File: config.mk
export PLATFORM = sky130hd
export DESIGN_NAME = mp_adder_ctrl
export DESIGN_NICKNAME = d
export VERILOG_FILES = /design/src/rtl/alu_pkg.sv /design/src/rtl/adder_parallel.sv /design/src/rtl/mp_adder_ctrl.sv
export SDC_FILE = /design/constraint.sdc
export NUM_CORES = 1
export LEC_CHECK = 0
export BUFFER_PORTS_ARGS = -buffer_cell sky130_fd_sc_hd__buf_4
export CELL_PAD_IN_SITES_DETAIL_PLACEMENT = 2
export CELL_PAD_IN_SITES_GLOBAL_PLACEMENT = 2
export CORE_MARGIN = 1
export CORE_UTILIZATION = 32
export CTS_CLUSTER_DIAMETER = 50
export DETAILED_ROUTE_END_ITERATION = 8
export HOLD_SLACK_MARGIN = 0.05
export PLACE_DENSITY_LB_ADDON = 0.25
export SETUP_SLACK_MARGIN = 0.1
export SYNTH_ARGS = -nofsm -noshare
export SYNTH_HDL_FRONTEND = slang
export SYNTH_HIERARCHICAL = 1
export SYNTH_SLANG_ARGS = --single-unit
File: constraint.sdc
create_clock -name clk -period 2.9 [get_ports clk]
set_input_delay 0.435 -clock clk [delete_from_list [all_inputs] [get_ports clk]]
set_output_delay 0.435 -clock clk [all_outputs]
set_load 0.05 [all_outputs]
File: src/rtl/alu_pkg.sv
`timescale 1ns/1ps
// Shared ALU definitions: sequencer state encoding and default datapath geometry.
package alu_pkg;
    typedef enum logic [1:0] {
        IDLE  = 2'd0,
        RUN   = 2'd1,
        DRAIN = 2'd2
    } state_t;

    localparam int N_DEF     = 8;
    localparam int WORDS_DEF = 4;
endpackage

File: src/rtl/adder_parallel.sv
`timescale 1ns/1ps
// N-bit combinational adder with carry in/out.
// Zero latency, no flow control.
module adder_parallel #(
    parameter int N = 8
) (
    input  logic [N-1:0] a,
    input  logic [N-1:0] b,
    input  logic         cin,
    output logic [N-1:0] sum,
    output logic         cout
);
    assign {cout, sum} = {1'b0, a} + {1'b0, b} + {{N{1'b0}}, cin};
endmodule

File: src/rtl/mp_adder_ctrl.sv
`timescale 1ns/1ps
// Multi-precision add/sub: streams WORDS x N-bit operands LSW first through one N-bit adder.
// One cycle operand-to-result latency; a stalled result drops op_ready so no word is ever lost.
module mp_adder_ctrl
    import alu_pkg::*;
#(
    parameter int N     = N_DEF,
    parameter int WORDS = WORDS_DEF
) (
    input  logic         clk,
    input  logic         rst_n,
    input  logic         start,
    input  logic         sub,
    input  logic         op_valid,
    output logic         op_ready,
    input  logic [N-1:0] a_word,
    input  logic [N-1:0] b_word,
    output logic         res_valid,
    input  logic         res_ready,
    output logic [N-1:0] res_word,
    output logic         res_last,
    output logic         busy,
    output logic         done,
    output logic         carry_out,
    output logic         zero
);
    localparam int            CW   = $clog2(WORDS + 1);
    localparam logic [CW-1:0] LAST = CW'(WORDS - 1);

    state_t        state, state_nxt;
    logic          sub_reg;
    logic          carry_reg;
    logic          zero_acc;
    logic [CW-1:0] count;
    logic [N-1:0]  b_eff;
    logic [N-1:0]  sum;
    logic          cout;
    logic          op_xfer;
    logic          res_xfer;
    logic          last_op;
    logic          sum_zero;

    // Subtraction is A + ~B + 1, the +1 coming from carry_reg seeded with sub.
    assign b_eff = sub_reg ? ~b_word : b_word;

    adder_parallel #(.N(N)) u_adder (
        .a    (a_word),
        .b    (b_eff),
        .cin  (carry_reg),
        .sum  (sum),
        .cout (cout)
    );

    assign op_ready = (state == RUN) && (!res_valid || res_ready);
    assign op_xfer  = op_valid && op_ready;
    assign res_xfer = res_valid && res_ready;
    assign last_op  = op_xfer && (count == LAST);
    assign sum_zero = (sum == '0);
    assign busy     = (state != IDLE);

    always_ff @(posedge clk or negedge rst_n) begin
        if (!rst_n) begin
            state <= IDLE;
        end else begin
            state <= state_nxt;
        end
    end

    always_comb begin
        state_nxt = state;
        case (state)
            IDLE:    if (start) state_nxt = RUN;
            RUN:     if (last_op) state_nxt = DRAIN;
            DRAIN:   if (res_xfer && res_last) state_nxt = IDLE;
            default: state_nxt = IDLE;
        endcase
    end

    always_ff @(posedge clk or negedge rst_n) begin
        if (!rst_n) begin
            sub_reg   <= 1'b0;
            carry_reg <= 1'b0;
            zero_acc  <= 1'b0;
            count     <= '0;
            res_word  <= '0;
            res_valid <= 1'b0;
            res_last  <= 1'b0;
            done      <= 1'b0;
            carry_out <= 1'b0;
            zero      <= 1'b0;
        end else begin
            done <= (state == DRAIN) && res_xfer && res_last;
            if (state == IDLE && start) begin
                sub_reg   <= sub;
                carry_reg <= sub;
                count     <= '0;
                zero_acc  <= 1'b1;
            end
            if (op_xfer) begin
                res_word  <= sum;
                res_valid <= 1'b1;
                res_last  <= (count == LAST);
                count     <= count + CW'(1);
                carry_reg <= cout;
                zero_acc  <= zero_acc && sum_zero;
                if (count == LAST) begin
                    carry_out <= cout;
                    zero      <= zero_acc && sum_zero;
                end
            end else if (res_xfer) begin
                res_valid <= 1'b0;
            end
        end
    end
endmodule
==> out/results.md <==
* standard-cell rows: 23
* largest net degree at the start of global routing: 22
* setup TNS: 0 ns
* endpoint of the most critical register-to-register path: zero
* reg-to-reg slack, setup: 0.23 ns
* met2 global-route usage: 35.6%
* count of placed standard cells in the final layout, fillers left out: 210
* global-route layer with the greatest usage: met2
* syn avg cell area: 11.1 um2
* slew margin rel.: 71.2%
* share of Yosys cell area claimed by the top area cell type: 39.1%
* CTS Root Cell: clkbuf_8
* share of total power in the clock network: 8.9%
* drt total wl: 3740 um
* vias: 1085
* placer's final routability congestion estimate: 0.752
* number of unique standard cell types used by synthesis: 39
* layout overhead on the synthesized area: 29.3%
* Sinks on Clock Net: 21
* Tcrit/Tclk final: 92.0%
* number of fillers in the final layout: 445
* die area: 4460 um2
* Synth warnings: 6
* TritonCTS clock tree: done
* fraction of power consumed by combinational cells: 67.9%
* cell count of the worst reg-to-reg path: 10
* cts bufs inserted: 3
* area of combinational cells with multiple inputs: 796 um2
* top cell type by total area after synthesis: dfrtp_1
* critical path peak fanout: 5
* Register Area: 527 um2
* biggest registers after layout: res_word (8), count (3), state (2)
* routing usage on met3: 3.08%
* post-route DRC violation count: 0
* hold violation total from the final report: 0
* Longest Clk Path Bufs: 2
* wire length of the first global-routing pass: 6240 um
* top register by number of flip-flops: res_word
* final count of negative-setup-slack endpoints: 0
* data arrival at the endpoint of the critical path: 2.88 ns
* sum of net half-perimeters after detailed placement: 3030 um
* post-route antenna net violation count: 0
* Die X: 66.8 um
* largest cells by area after synthesis: dfrtp_1 39%, ha_1 8.4%, mux2_4 7.8%
* starting density of the core: 33.6%
* clock latency of the later-clocked register in the worst-skew pair: 0.26 ns
* number of antenna repair diodes: 0
* share of power burned in registers: 23.2%
* required time of the critical path: 3.11 ns
* count of state elements after synthesis: 21
* number of I/O port buffers: 36
* P per Cell Area: 1310 nW/um2
* internal power: 0.00116 W
* Initial DRT Pass Iterations: 4
* per-cell via count in the routed design: 5.17
* Final Critical Period: 2.67 ns
* Synth Cell Area: 1340 um2
* Global Route Usage Sum: 18.9%
* Largest register FFs: 8
* reg-to-reg startpoint: sub_reg
* hold_buf cts: 0
* Switch Pwr: 0.00111 W
* Max rail drop VDD: 0.489 mV
* Setup crit end kind: flip-flop
* per-cell routed wire length: 17.8 um
* RSZ-0062 raised after global routing: false
* clock-pin slew of the registers on the worst-case setup and hold paths: 0.09 ns
* maximum capacitance violations: 0
* sum of internal, switching and leakage power: 0.00227 W
* Placeable Area: 4000 um2
* H-tree level count: 1
* Max Slew Vio Count: 0
* crit path launch type: flip-flop
* Min-Delay Path Class: in2async
* net count of the finished layout: 194
* Critical Setup Path Class: reg2reg
* static leakage: 0.859 nW
* total congestion overflow after global routing: 0
* number of cells in the design after placement: 205
* Crit. Startpoint: sub_reg
* Worst Skew: 0.00251 ns
* highest clock frequency the design can meet: 375 MHz
* outcome: finished, final reports clean
* switching power as a share of total power: 48.8%
* proportion of layout cells with a drive suffix above 1: 40.0%
* number of nets produced by synthesis: 154
* sequential fraction of the synthesis area: 39.1%
* DR iter-0 viols: 23
* via count of the first global-routing pass: 1245
* GRT met1 Usage: 22.1%
* antenna violations before repair: 0
* Die Y: 66.8 um
* transition at the pin with the smallest max-transition slack: 0.432 ns
* number of ports placed on the die boundary: 37
* cell count after synthesis: 121
-- critical path: stages (launching register included) --
cell	delay [ns]
dfrtp_2	0.47
buf_4	0.19
xor2_1	0.17
ha_1	0.40
nand3_2	0.16
a21oi_2	0.19
nor4_1	0.06
a311o_1	0.35
nor4_1	0.25
and4b_1	0.23
mux2_2	0.14
-- cells in the final DEF, fill, tap and decap left out, types with 2 or more instances in the layout --
cell type and n:
nand2_1 9, o21bai_1 2, inv_1 4, dfrtp_1 20
o21ai_0 5, clkbuf_8 3, mux2_4 7, nor2_1 2
mux2_2 3, xnor2_1 2, mux2i_1 3, a21o_1 2
nand2b_1 3, nand3_2 2, xor2_1 10, a21oi_2 4
nor2b_1 2, nor3_1 2, buf_4 38, ha_1 9
and3_1 2, nand4_1 4, a311o_1 2, nor4_1 2
-- metrics by stage --
step | hold WS, ns | util, % | instance area [um2] | setup WS (ns)
final | 0.0468 | 43.4 | 1740 | 0.233
after global routing | 0.0613 | 43.4 | 1740 | 0.0819
after CTS | 0.0559 | 42.7 | 1710 | 0.118
after detailed placement | 0.349 | 41.5 | 1660 | 0.0979
after global placement | 0.334 | 41.5 | 1660 | 0.237
after floorplan | 0.139 | - | 1340 | 0.331
-- power by group through the flow --
stage / clock network [W] / logic (W) / registers [W]
6_report: 0.000203 / 0.00154 / 0.000527
5_1_grt: 0.000217 / 0.00168 / 0.000544
4_1_cts: 0.000207 / 0.00151 / 0.000527
3_5_place_dp: 0 / 0.00150 / 0.000533
3_3_place_gp: 0 / 0.00143 / 0.000519
2_1_floorplan: 0 / 0.000854 / 0.000759
-- Yosys cell counts --
| library cell | count |
|---|---|
| mux2_4 | 7 |
| fa_1 | 2 |
| o21bai_1 | 2 |
| nand4_1 | 4 |
| xnor2_1 | 2 |
| o21a_1 | 1 |
| and4b_1 | 1 |
| ha_1 | 9 |
| nor2b_4 | 1 |
| and3_1 | 2 |
| buf_6 | 1 |
| a21oi_2 | 1 |
| o211ai_1 | 1 |
| nand2_1 | 9 |
| inv_1 | 4 |
| nand3_1 | 2 |
| o21ai_0 | 5 |
| a21oi_1 | 4 |
| a21o_1 | 2 |
| xor2_1 | 10 |
| inv_2 | 1 |
| and2_1 | 1 |
| mux2i_1 | 3 |
| dfrtp_1 | 21 |
| or3b_1 | 1 |
| a311o_1 | 2 |
| or2_2 | 1 |
| nor3b_1 | 1 |
| nor4_1 | 2 |
| nand3_2 | 1 |
| nor3_1 | 2 |
| o221a_2 | 1 |
| mux2_2 | 3 |
| buf_2 | 2 |
| nand2b_1 | 3 |
| nor2_1 | 2 |
| nor2b_1 | 2 |
| nand3b_1 | 1 |
| a211oi_1 | 1 |
-- worst max path at each step --
stage,cells past startpoint,end,slack (ns)
after global placement,10,zero,0.24
final,10,zero,0.23
after global routing,10,zero,0.08
after CTS,9,zero,0.12
after floorplan,10,zero,0.33
after detailed placement,10,zero,0.1
-- cell type report --
cell class	count	share of cell area, %
Inverter	5	1.08
Timing Repair Buffer	38	16.4
Clock buffer	3	2.38
Clock inverter	1	0.288
Sequential cell	21	30.4
Tap cell	50	3.60
Multi-Input combinational cell	92	45.9
-- routing by layer --
layer / wire (um) / share of wire (%)
met5: 0 / 0
met3: 113 / 3.0
met2: 2000 / 53
met1: 1590 / 42
met4: 41 / 1.1
-- cells by family (layout without fill, tap and decap cells) --
logic type | count (synthesis) | count (layout) | share of synthesized area, %
AND/OR/NAND/NOR | 36 | 36 | 15.8
AO/OA/AOI/OAI | 20 | 20 | 10.3
flip-flops | 21 | 21 | 39.1
adder cells (fa/ha/maj) | 11 | 11 | 11.4
multiplexers | 13 | 13 | 12.6
XOR/XNOR | 12 | 12 | 7.83
buffers and inverters | 8 | 47 | 2.98
-- repair_timing --
action	4_1_cts	5_1_grt
gates resized for setup	0	6
hold endpoints to repair	0	0
buffers inserted	0	1
setup endpoints to repair	0	2
Power figures use the tool's default switching activity.
